**src/rtl/latency_meter.sv**
```systemverilog
// rtl/latency_meter.sv - GMII frame latency meter: marker/stamp capture, CRC-32 check, latency statistics
`timescale 1ns/1ps
module latency_meter #(
  parameter logic [31:0] MAGIC     = 32'hdeadbeef,
  parameter logic [11:0] MAX_BYTES = 12'd1526,
  parameter logic [11:0] MIN_BYTES = 12'd72
) (
  input  logic        clock,
  input  logic        reset_n,
  input  logic        rx_dv,
  input  logic [7:0]  rx_data,
  input  logic [31:0] timer,
  input  logic        stats_clr,
  output logic        latency_valid,
  output logic [31:0] latency,
  output logic [31:0] lat_min,
  output logic [31:0] lat_max,
  output logic [47:0] lat_sum,
  output logic [15:0] good_cnt,
  output logic [15:0] bad_cnt
);
  typedef enum logic [2:0] {IDLE, PRE, BODY, DROP, DONE} state_t;

  localparam logic [31:0] CRC_INIT    = 32'hffffffff;
  localparam logic [31:0] CRC_RESIDUE = 32'hdebb20e3;
  localparam logic [7:0]  PRE_BYTE    = 8'h55;
  localparam logic [7:0]  SFD_BYTE    = 8'hd5;

  state_t      state_q, state_d;
  logic [11:0] idx_q, idx_d;
  logic [31:0] crc_q, crc_d;
  logic [31:0] marker_q, marker_d;
  logic [31:0] stamp_q, stamp_d;
  logic [31:0] delta_q, delta_d;
  logic        first_q;
  logic        accept;
  logic        count_bad;

  function automatic logic [31:0] crc32_byte(input logic [31:0] crc_in, input logic [7:0] data);
    logic [31:0] c;
    c = crc_in ^ {24'h0, data};
    for (int i = 0; i < 8; i++) begin
      c = c[0] ? ((c >> 1) ^ 32'hedb88320) : (c >> 1);
    end
    return c;
  endfunction

  always_comb begin
    state_d   = state_q;
    idx_d     = idx_q;
    crc_d     = crc_q;
    marker_d  = marker_q;
    stamp_d   = stamp_q;
    delta_d   = delta_q;
    accept    = 1'b0;
    count_bad = 1'b0;
    case (state_q)
      IDLE, DONE: begin
        state_d = IDLE;
        // A frame already in flight when reset releases cannot be trusted.
        if (rx_dv && rx_data == PRE_BYTE && !first_q) begin
          state_d  = PRE;
          idx_d    = 12'd1;
          crc_d    = CRC_INIT;
          marker_d = 32'h0;
        end else if (rx_dv && state_q == IDLE) begin
          state_d = DROP;
        end
      end
      PRE: begin
        if (!rx_dv) begin
          count_bad = 1'b1;
          state_d   = IDLE;
        end else if ((idx_q == 12'd7) ? (rx_data == SFD_BYTE) : (rx_data == PRE_BYTE)) begin
          idx_d = idx_q + 12'd1;
          if (idx_q == 12'd7) state_d = BODY;
        end else begin
          state_d = DROP;
        end
      end
      BODY: begin
        if (!rx_dv) begin
          accept    = (idx_q >= MIN_BYTES) && (idx_q <= MAX_BYTES) &&
                      (marker_q == MAGIC) && (crc_q == CRC_RESIDUE);
          count_bad = !accept;
          state_d   = DONE;
        end else if (idx_q == MAX_BYTES) begin
          state_d = DROP;
        end else begin
          idx_d = idx_q + 12'd1;
          crc_d = crc32_byte(crc_q, rx_data);
          if (idx_q >= 12'h032 && idx_q <= 12'h035) marker_d = {marker_q[23:0], rx_data};
          if (idx_q >= 12'h036 && idx_q <= 12'h038) stamp_d = {stamp_q[23:0], rx_data};
          if (idx_q == 12'h039) delta_d = timer - {stamp_q[23:0], rx_data};
        end
      end
      DROP: begin
        if (!rx_dv) begin
          count_bad = 1'b1;
          state_d   = IDLE;
        end
      end
      default: state_d = IDLE;
    endcase
  end

  always_ff @(posedge clock) begin
    if (!reset_n) begin
      state_q       <= IDLE;
      idx_q         <= 12'd0;
      crc_q         <= CRC_INIT;
      marker_q      <= 32'h0;
      stamp_q       <= 32'h0;
      delta_q       <= 32'h0;
      first_q       <= 1'b1;
      latency_valid <= 1'b0;
      latency       <= 32'h0;
      lat_min       <= 32'hffffffff;
      lat_max       <= 32'h0;
      lat_sum       <= 48'h0;
      good_cnt      <= 16'h0;
      bad_cnt       <= 16'h0;
    end else begin
      state_q       <= state_d;
      idx_q         <= idx_d;
      crc_q         <= crc_d;
      marker_q      <= marker_d;
      stamp_q       <= stamp_d;
      delta_q       <= delta_d;
      first_q       <= 1'b0;
      latency_valid <= accept;
      if (accept) latency <= delta_q;
      // Clear takes priority over a coinciding frame outcome.
      if (stats_clr) begin
        lat_min  <= 32'hffffffff;
        lat_max  <= 32'h0;
        lat_sum  <= 48'h0;
        good_cnt <= 16'h0;
        bad_cnt  <= 16'h0;
      end else if (accept) begin
        if (delta_q < lat_min) lat_min <= delta_q;
        if (delta_q > lat_max) lat_max <= delta_q;
        lat_sum <= lat_sum + {16'h0, delta_q};
        if (good_cnt != 16'hffff) good_cnt <= good_cnt + 16'd1;
      end else if (count_bad && bad_cnt != 16'hffff) begin
        bad_cnt <= bad_cnt + 16'd1;
      end
    end
  end
endmodule
```
**config.mk**
```make
export PLATFORM = sky130hd
export DESIGN_NAME = latency_meter
export DESIGN_NICKNAME = d
export VERILOG_FILES = /design/src/rtl/latency_meter.sv
export SDC_FILE = /design/constraint.sdc
export NUM_CORES = 1
export LEC_CHECK = 0
export ABC_AREA = 1
export CORE_MARGIN = 8
export CORE_UTILIZATION = 43
export CTS_CLUSTER_DIAMETER = 50
export DETAILED_ROUTE_END_ITERATION = 16
export HOLD_SLACK_MARGIN = 0.05
export SLEW_MARGIN = 10
export SYNTH_ARGS = -nofsm -noshare
export SYNTH_HDL_FRONTEND = slang
export SYNTH_SLANG_ARGS = --single-unit
```
**constraint.sdc**
```tcl
create_clock -name clock -period 7.7 [get_ports clock]
set_clock_uncertainty 0.2 [all_clocks]
set_input_delay 2.31 -clock clock [delete_from_list [all_inputs] [get_ports clock]]
set_output_delay 2.31 -clock clock [all_outputs]
set_load 0.1 [all_outputs]
```
Word level (Yosys, flattened, before mapping):

Index checks and enable logic that the tools add are counted.

* reductions and logical operators: 27
* bitwise logic cells: 12
* add/sub/neg operators: 5
* $lt $le $gt $ge: 8
* multiplexer cells: 39
* equality and inequality tests: 22

Operators by type and width (count)
* $mux W32: 15
* $pmux W32 S2: 2
* $not A13 Y14: 8
* $eq A32 B32 Y1 const B: 2
* $mux W12: 5
* $add A48 B32 Y48: 1
* $pmux W12 S3: 1
* $add A16 B1 Y16 const B: 2
* $gt A32 B32 Y1: 1
* $lt A32 B32 Y1: 1
* $ne A16 B16 Y1 const B: 2
* $sub A32 B32 Y32: 1
* $xor A32 B8 Y32: 1
* $ge A12 B6 Y1 const B: 2
* $le A12 B6 Y1 const B: 2
* $mux W3: 6
* $ne A2 B2 Y1 const B: 7
* $add A12 B1 Y12 const B: 1
* $eq A12 B11 Y1 const B: 1
* $eq A12 B3 Y1 const B: 1
* $eq A12 B6 Y1 const B: 1
* $ge A12 B7 Y1 const B: 1
* $le A12 B11 Y1 const B: 1
* $pmux W3 S4: 1
* other kinds (22): 47

* register bits: 313
* word-level logic and storage cells: 127
* input port bits: 44
* output and inout port bits: 177

Depth between registers and ports, before layout:

Gate-level depths: netlist (run 1).

* depth in word-level cells: 20
* mapped depth: 18

Least setup slack after synthesis (run 1):

No wires, ideal clock.

* kind: input port to flip-flop
* start point: input timer[0]
* end point: register delta_q[30]
* buffers on the path: 0
* arrival: 3.833 ns
* slack: 3.558 ns
* setup time: 0.109 ns
* stages on the path: 15
* required time: 7.391 ns
* path through: inv_1 ha_1 fa_1 inv_1 nand3_1 nand2_1 nand2_1 nand2_1 nand3_1 nand2_1 nand4_1 nand3_1 nand3_1 nand2_1 inv_1

* longest elaborated chain between the ends: 1

Ends and longest elaborated chain
* from (decl): RTL line 12 `input logic [31:0] timer,`
* $sub A32 B32 Y32: RTL line 94 `if (idx_q == 12'h039) delta_d = timer - {stamp_q[23:0], rx_data};`
* to (signal assigned): RTL line 129 `delta_q <= delta_d;`
* to (decl): RTL line 34 `logic [31:0] delta_q, delta_d;`

No other way between the ends.
A chain may end at the register's enable or synchronous reset.

Final worst setup path (run 1):

* start point: input rx_data[1]
* end point: register marker_q[23]

* longest elaborated chain between the ends: 5

Ends and longest elaborated chain
* from (decl): RTL line 11 `input logic [7:0] rx_data,`
* $eq A8 B7 Y1: RTL line 61 `if (rx_dv && rx_data == PRE_BYTE && !first_q) begin`
* $logic_and A1 B1 Y1 (2 in series): RTL line 61
* $ne A2 B2 Y1 (no source line)
* $reduce_and A5 Y1 (no source line)
* to (signal assigned): RTL line 127 `marker_q <= marker_d;`
* to (decl): RTL line 32 `logic [31:0] marker_q, marker_d;`

No other way between the ends.

==> results of run 1 <==
per-stage QoR:
step	instance area [um^2]	total power, W	utilization [%]	setup slack, ns	hold slack (ns)
finish	24600	0.00462	52.0	2.37	0.260
global route	24600	0.00481	52.0	2.12	0.287
CTS	24600	0.00465	52.0	2.46	0.261
detailed placement	23000	0.00240	48.6	1.83	0.252
global placement	23000	0.00240	48.6	1.95	0.250
floorplan	20400	0.00222	-	3.56	0.233
cell usage after synthesis (3+ instances only):
| master | n |
|---|---|
| a21o_1 | 9 |
| a21oi_1 | 326 |
| a31oi_1 | 6 |
| buf_1 | 5 |
| buf_2 | 30 |
| buf_4 | 15 |
| clkbuf_1 | 49 |
| dfxtp_1 | 313 |
| ha_1 | 131 |
| inv_1 | 386 |
| inv_2 | 24 |
| nand2_1 | 756 |
| nand2_2 | 8 |
| nand3_1 | 243 |
| nand3_2 | 3 |
| nand3b_1 | 8 |
| nand4_1 | 72 |
| nor2_1 | 328 |
| nor3_1 | 42 |
| nor4_1 | 11 |
| o211ai_1 | 19 |
| o21a_1 | 8 |
| o21ai_0 | 98 |
| o21ai_1 | 89 |
| o21bai_1 | 9 |
| or2_1 | 3 |
| or2_2 | 4 |
| xnor2_1 | 45 |
| xor2_1 | 70 |
worst register-to-register path, cell delays in order (launching register included):
cell and delay, ns:
dfxtp_1 0.43, inv_1 0.07, ha_1 0.33, nand2_1 0.06, nor2_1 0.16, nand4_1 0.17, nor4b_1 0.95, nand2_1 0.12
buf_4 0.30, nand2_2 0.59, nand2_1 0.15, nand3_1 0.10
path summary, 6_finish.rpt:
| path | endpoint | depth (start not counted) |
|---|---|---|
| worst max register to register | lat_min[15]$_SDFFE_PP1P_ | 11 |
| worst min register to register | stamp_q[23]$_SDFFE_PN0P_ | 2 |
| worst min-delay path | stamp_q[23]$_SDFFE_PN0P_ | 2 |
| worst max-delay path | marker_q[23]$_SDFFE_PN0P_ | 11 |
metal layers:
layer | wire, um | vias to the layer above | global-route usage, % | part of all wire, %
met5 | 0 | - | 0 | 0
met4 | 2690 | 0 | 10.1 | 3.7
met3 | 4120 | 134 | 4.39 | 5.7
met2 | 33200 | 620 | 43.1 | 46
met1 | 32000 | 9847 | 32.9 | 44
li1 | - | 10600 | - | -
state kept, by name, indices dropped and copies added, names as in the netlist, 3 cells and up:
| name | count |
|---|---|
| lat_sum | 48 |
| state_q | 3 |
| crc_q | 32 |
| stamp_q | 24 |
| good_cnt | 16 |
| latency | 32 |
| idx_q | 12 |
| bad_cnt | 16 |
| marker_q | 32 |
| lat_max | 32 |
| delta_q | 32 |
| lat_min | 32 |
layout make-up:
type	count	share of cell area, %
multi-input combinational	2316	49.2
sequential	313	25.4
timing repair buffer	233	9.37
inverter	410	6.25
clock buffer	60	5.31
tap	615	3.12
clock inverter	24	1.27
antenna	1	0.0102
kinds of logic (layout without fill, tap and decap cells):
kind of cell / count (synthesis) / in the layout
flops: 313 / 313
buf+inv: 511 / 727
xor+xnor: 119 / 119
compound gates: 573 / 573
simple gates: 1491 / 1491
other cells: 0 / 1
fa+ha+maj: 133 / 133
power by group through the flow:
stage / clock (W) / combinational (W) / sequential (W)
floorplan: 0 / 0.000500 / 0.00172
global placement: 0 / 0.000661 / 0.00174
detailed placement: 0 / 0.000667 / 0.00174
CTS: 0.00228 / 0.000671 / 0.00170
global route: 0.00235 / 0.000756 / 0.00171
finish: 0.00224 / 0.000677 / 0.00170
==> impl_metrics.toml, run 1 <==
[worst_setup_path]
worstPathArrival_ns = 5.54
r2r-start = "lat_min[23]$_SDFFE_PP1P_"
crit_family = "simple AND/OR/NAND/NOR gates"
cp.required_ns = 7.91
r2r_slack_ns = 4.01
cp_cell_sequence = "clkdlybuf4s50_1, inv_1, nand4_1, nor3_2, nand2_1, nand2_2, nand3_4, a21oi_4, inv_2, nand2_1, a21oi_1"
crit_slowest_cell = "a21oi_4"
crit_top_cell = "nand2_1"
critPathLaunch = "rx_data[1]"
cp_slowest_stage_delay_ns = 0.73
startpoint_type = "input port"
critical_path_class = "input port to flop"
path_max_fanout = 33
worst-path-buf-inv = 3
end_kind = "flop"

[detailed_routing]
vias = 21200
routed_wl_um = 72100
via_per_inst = 5.34
first_pass_iters = 6
drcViolationCount = 0
wire_per_inst_um = 18.1
initialDrtViolationCount = 1556
antenna_left = 0

[pwr]
power_density_mw_per_mm2 = 187
p_leak_nw = 10.8
clockPowerShare_pct = 48.4
power.switching_w = 0.00136
p_int_w = 0.00326
power_frac_seq_pct = 36.9
switching_share_pct = 29.4
peakVddDrop_uv = 176
pwr-share-comb_pct = 14.7

[cts]
h-tree-depth = 2
ctsResizeCount = 0
clockBufferDepth = 3
cts_buffers = 46
hold_buffers = 0
cts_sinks = 313
root_buffer = "clkbuf_16"
tritoncts = "yes"
cts.clk_slew.worst_paths_ns = 0.05
postCtsSetupBuffers = 0
clk_latency_ns = 0.58

[global_routing]
grt_max_degree = 118
track_usage_pct = 25.8
antenna_found_initial = 3
grt_pass1_vias = 20200
grt_first_pass_wirelength_um = 111000
overflow = 0

[finish]
area_growth_pct = 20.7
most-common-layout-cells = "nand2_1 (756), inv_1 (385), nor2_1 (327), a21oi_1 (326), dfxtp_1 (313)"
nets = 3497
fin_cells = 3972
n_fill_cell = 4830
drive_gt1_share_pct = 4.38
final_common_cell = "nand2_1"
multi_input_area_mm2 = 0.0121
seqCellArea_mm2 = 0.00627

[synthesis]
yosys.area_share.simple_pct = 31.0
synth_seq_cells = 313
synthArstFlopShare_pct = 0
synth_xor_area_share_pct = 5.31
yosys.area.top_type = "dfxtp_1"
synth_warnings = 0
syn_nets = 3317
postSynthCellCount = 3140
syn_avg_cell_area_um2 = 6.50
synth_adder_area_share_pct = 8.23
netlist.area_leader.share_pct = 30.7
ys.flop_type = "dfxtp_1"
synth_compound_area_share_pct = 14.8
synth_area_mm2 = 0.0204
yosysSeqAreaShare_pct = 30.7
synth_enable_flop_cells = 0
muxShareOfSynthArea_pct = 0
synthDistinctLibCells = 50
synth_area_leaders = "dfxtp_1 (31%), nand2_1 (14%), ha_1 (8.0%)"
synth_top_family_by_area = "simple AND/OR/NAND/NOR gates"

[floorplanning]
core_mm2 = 0.0473
die_area_mm2 = 0.0547
io_pins = 221
die_x_um = 234
rows = 80
fp.dieH_um = 234
initial_core_util_pct = 43.1

[timing]
worst_pin_slew_ns = 1.12
drv_slew = 0
period_minus_slack_ns = 5.33
setup_viol_count_final = 0
tns_ns = 0
rsz0062_at_grt = "false"
hold_viol = 0
min_period_over_period_pct = 69.2
max_freq_ghz = 0.188
maxSlewHeadroom_pct = 24.5

[outcome]
status = "finished, final reports clean"

[place]
port_buffers = 220
globalplace.congestion = 0.968
dp.cells = 3887
dpl.hpwl_um = 55600

[worst_hold_path]
min_from = "stamp_q[23]$_SDFFE_PN0P_"
hold_class = "flop to flop"

[run]
maxCapViolCount = 0
(Power assumes the default switching activity.)
==> run 2: changes to the inputs <==
PLACE_DENSITY = 0.66   (was default)
clock period = 4.7 ns   (was 7.7 ns; I/O delays follow)
==> run 2 against run 1 <==
  * Total power up 60%
  * Die area did not move
  * Non-clock buffer count grew 18
  * Combinational power is 68% higher
  * Via count up 1.0%
  * Hold slack better by 0.00074 ns
  * Critical path type is now flop to output port
  * Largest cell class unchanged
  * Largest power group unchanged
==> impl_metrics.toml, run 2 (synthesized netlist as in run 1, its figures left out) <==
[finish]
num_antenna_cells = 0
final_common_cell = "nand2_1"
largest_register_ffs = 48
area_growth_pct = 21.2
nets = 3515
n_fill_cell = 4756
top_register = "lat_sum"
most-common-layout-cells = "nand2_1 (756), inv_1 (385), nor2_1 (327), a21oi_1 (326), dfxtp_1 (313)"
drive_gt1_share_pct = 4.86

[detailed_routing]
wire_per_inst_um = 18.1
antenna_left = 0
drcViolationCount = 0
wl_met2_um = 33800
wl_met1_um = 32200
routed_wl_um = 72300
wl_met3_um = 4130
top_layer = "met4"
initialDrtViolationCount = 1503
first_pass_iters = 5
vias = 21400
via_per_inst = 5.37

[floorplanning]
fp.dieH_um = 234
core_mm2 = 0.0473
initial_core_util_pct = 43.1
io_pins = 221
rows = 80
die_x_um = 234
die_area_mm2 = 0.0547

[worst_hold_path]
worstHoldPathCells = 2
hold_class = "flop to flop"
min_from = "stamp_q[23]$_SDFFE_PN0P_"

[pwr]
total_power_w = 0.00738
peakVddDrop_uv = 251
power_density_mw_per_mm2 = 298
p_leak_nw = 10.8

[timing]
max_freq_ghz = 0.258
worst_pin_slew_ns = 1.03
rsz0062_at_grt = "false"
min_period_over_period_pct = 82.5
tns_ns = 0
setup_viol_count_final = 0
hold_viol = 0
period_minus_slack_ns = 3.88
maxSlewHeadroom_pct = 30.9
layout_setup_ws_ns = 0.824
drv_slew = 0

[global_routing]
track_usage_pct = 25.8
overflow = 0
antenna_found_initial = 0
grt_pass1_vias = 20100
grt_max_degree = 87
grt_first_pass_wirelength_um = 112000

[cts]
clockBufferDepth = 3
clk_latency_ns = 0.59
root_buffer = "clkbuf_16"
cts_buffers = 46
h-tree-depth = 2
tritoncts = "yes"
hold_buffers = 0
cts_sinks = 313
postCtsSetupBuffers = 0
cts.clk_slew.worst_paths_ns = 0.06
ctsResizeCount = 0

[worst_setup_path]
cp.depth = 1
cp_cell_sequence = "clkdlybuf4s50_1"
worst-path-buf-inv = 1
startpoint_type = "flop"
cp.required_ns = 3.09
crit_slowest_cell = "clkdlybuf4s50_1"
r2r-start = "lat_min[23]$_SDFFE_PP1P_"
path_max_fanout = 3
worstPathArrival_ns = 2.27
rr_worst_depth = 12
critPathLaunch = "lat_max[31]$_SDFFE_PP0P_"
cp_slowest_stage_delay_ns = 1.20
crit_family = "buffers and inverters"
end_kind = "output port"
critical_path_class = "flop to output port"

[run]
maxCapViolCount = 0

[place]
port_buffers = 220
globalplace.congestion = 0.984
dpl_worst_slack_ns = 0.423
dpl.hpwl_um = 56600

[outcome]
status = "finished, final reports clean"
-- run 2: cell types whose count changed in the layout (fill, tap and decap cells not counted), sizes merged --
cell	delta
buf	+21
clkbuf	+5
bufinv	-3
clkdlybuf4s50	-3
clkinvlp	+2
inv	-2
clkinv	-1
diode	-1
-- run 2: per-layer routing --
metal  GRT usage [%]  up-vias
li1                -    10700
met1            33.5     9965
met2            43.6      681
met3            3.41      120
met4            8.99        0
met5               0        -
-- run 2: stage by stage --
stage	std cells	hold slack (ns)	area, um^2	util (%)
global route	3990	0.290	24700	52.2
finish	3990	0.261	24700	52.2
detailed placement	3905	0.253	23200	49.0
floorplan	3140	0.233	20400	-
CTS	3990	0.262	24700	52.2
global placement	3905	0.247	23200	49.0
-- run 2: where the power goes --
| part | internal [W] | switching, W |
|---|---|---|
| combinational | 0.000381 | 0.000755 |
| sequential | 0.00272 | 0.0000706 |
| clock | 0.00207 | 0.00138 |
-- run 2: final cells by class --
cell class	instances	area (um^2)	share of cell area, %
tap	615	769	3.11
multi-input combinational	2316	12100	49.0
timing repair buffer	251	2500	10.1
inverter	410	1540	6.22
clock inverter	20	224	0.906
clock buffer	65	1300	5.27
sequential	313	6270	25.3
-- run 2: final timing paths --
check	end	slack, ns
setup / recovery	lat_max[31]	0.82
hold / removal	stamp_q[23]$_SDFFE_PN0P_	0.26
setup reg to reg	lat_min[11]$_SDFFE_PP1P_	1.31
hold reg to reg	stamp_q[23]$_SDFFE_PN0P_	0.26
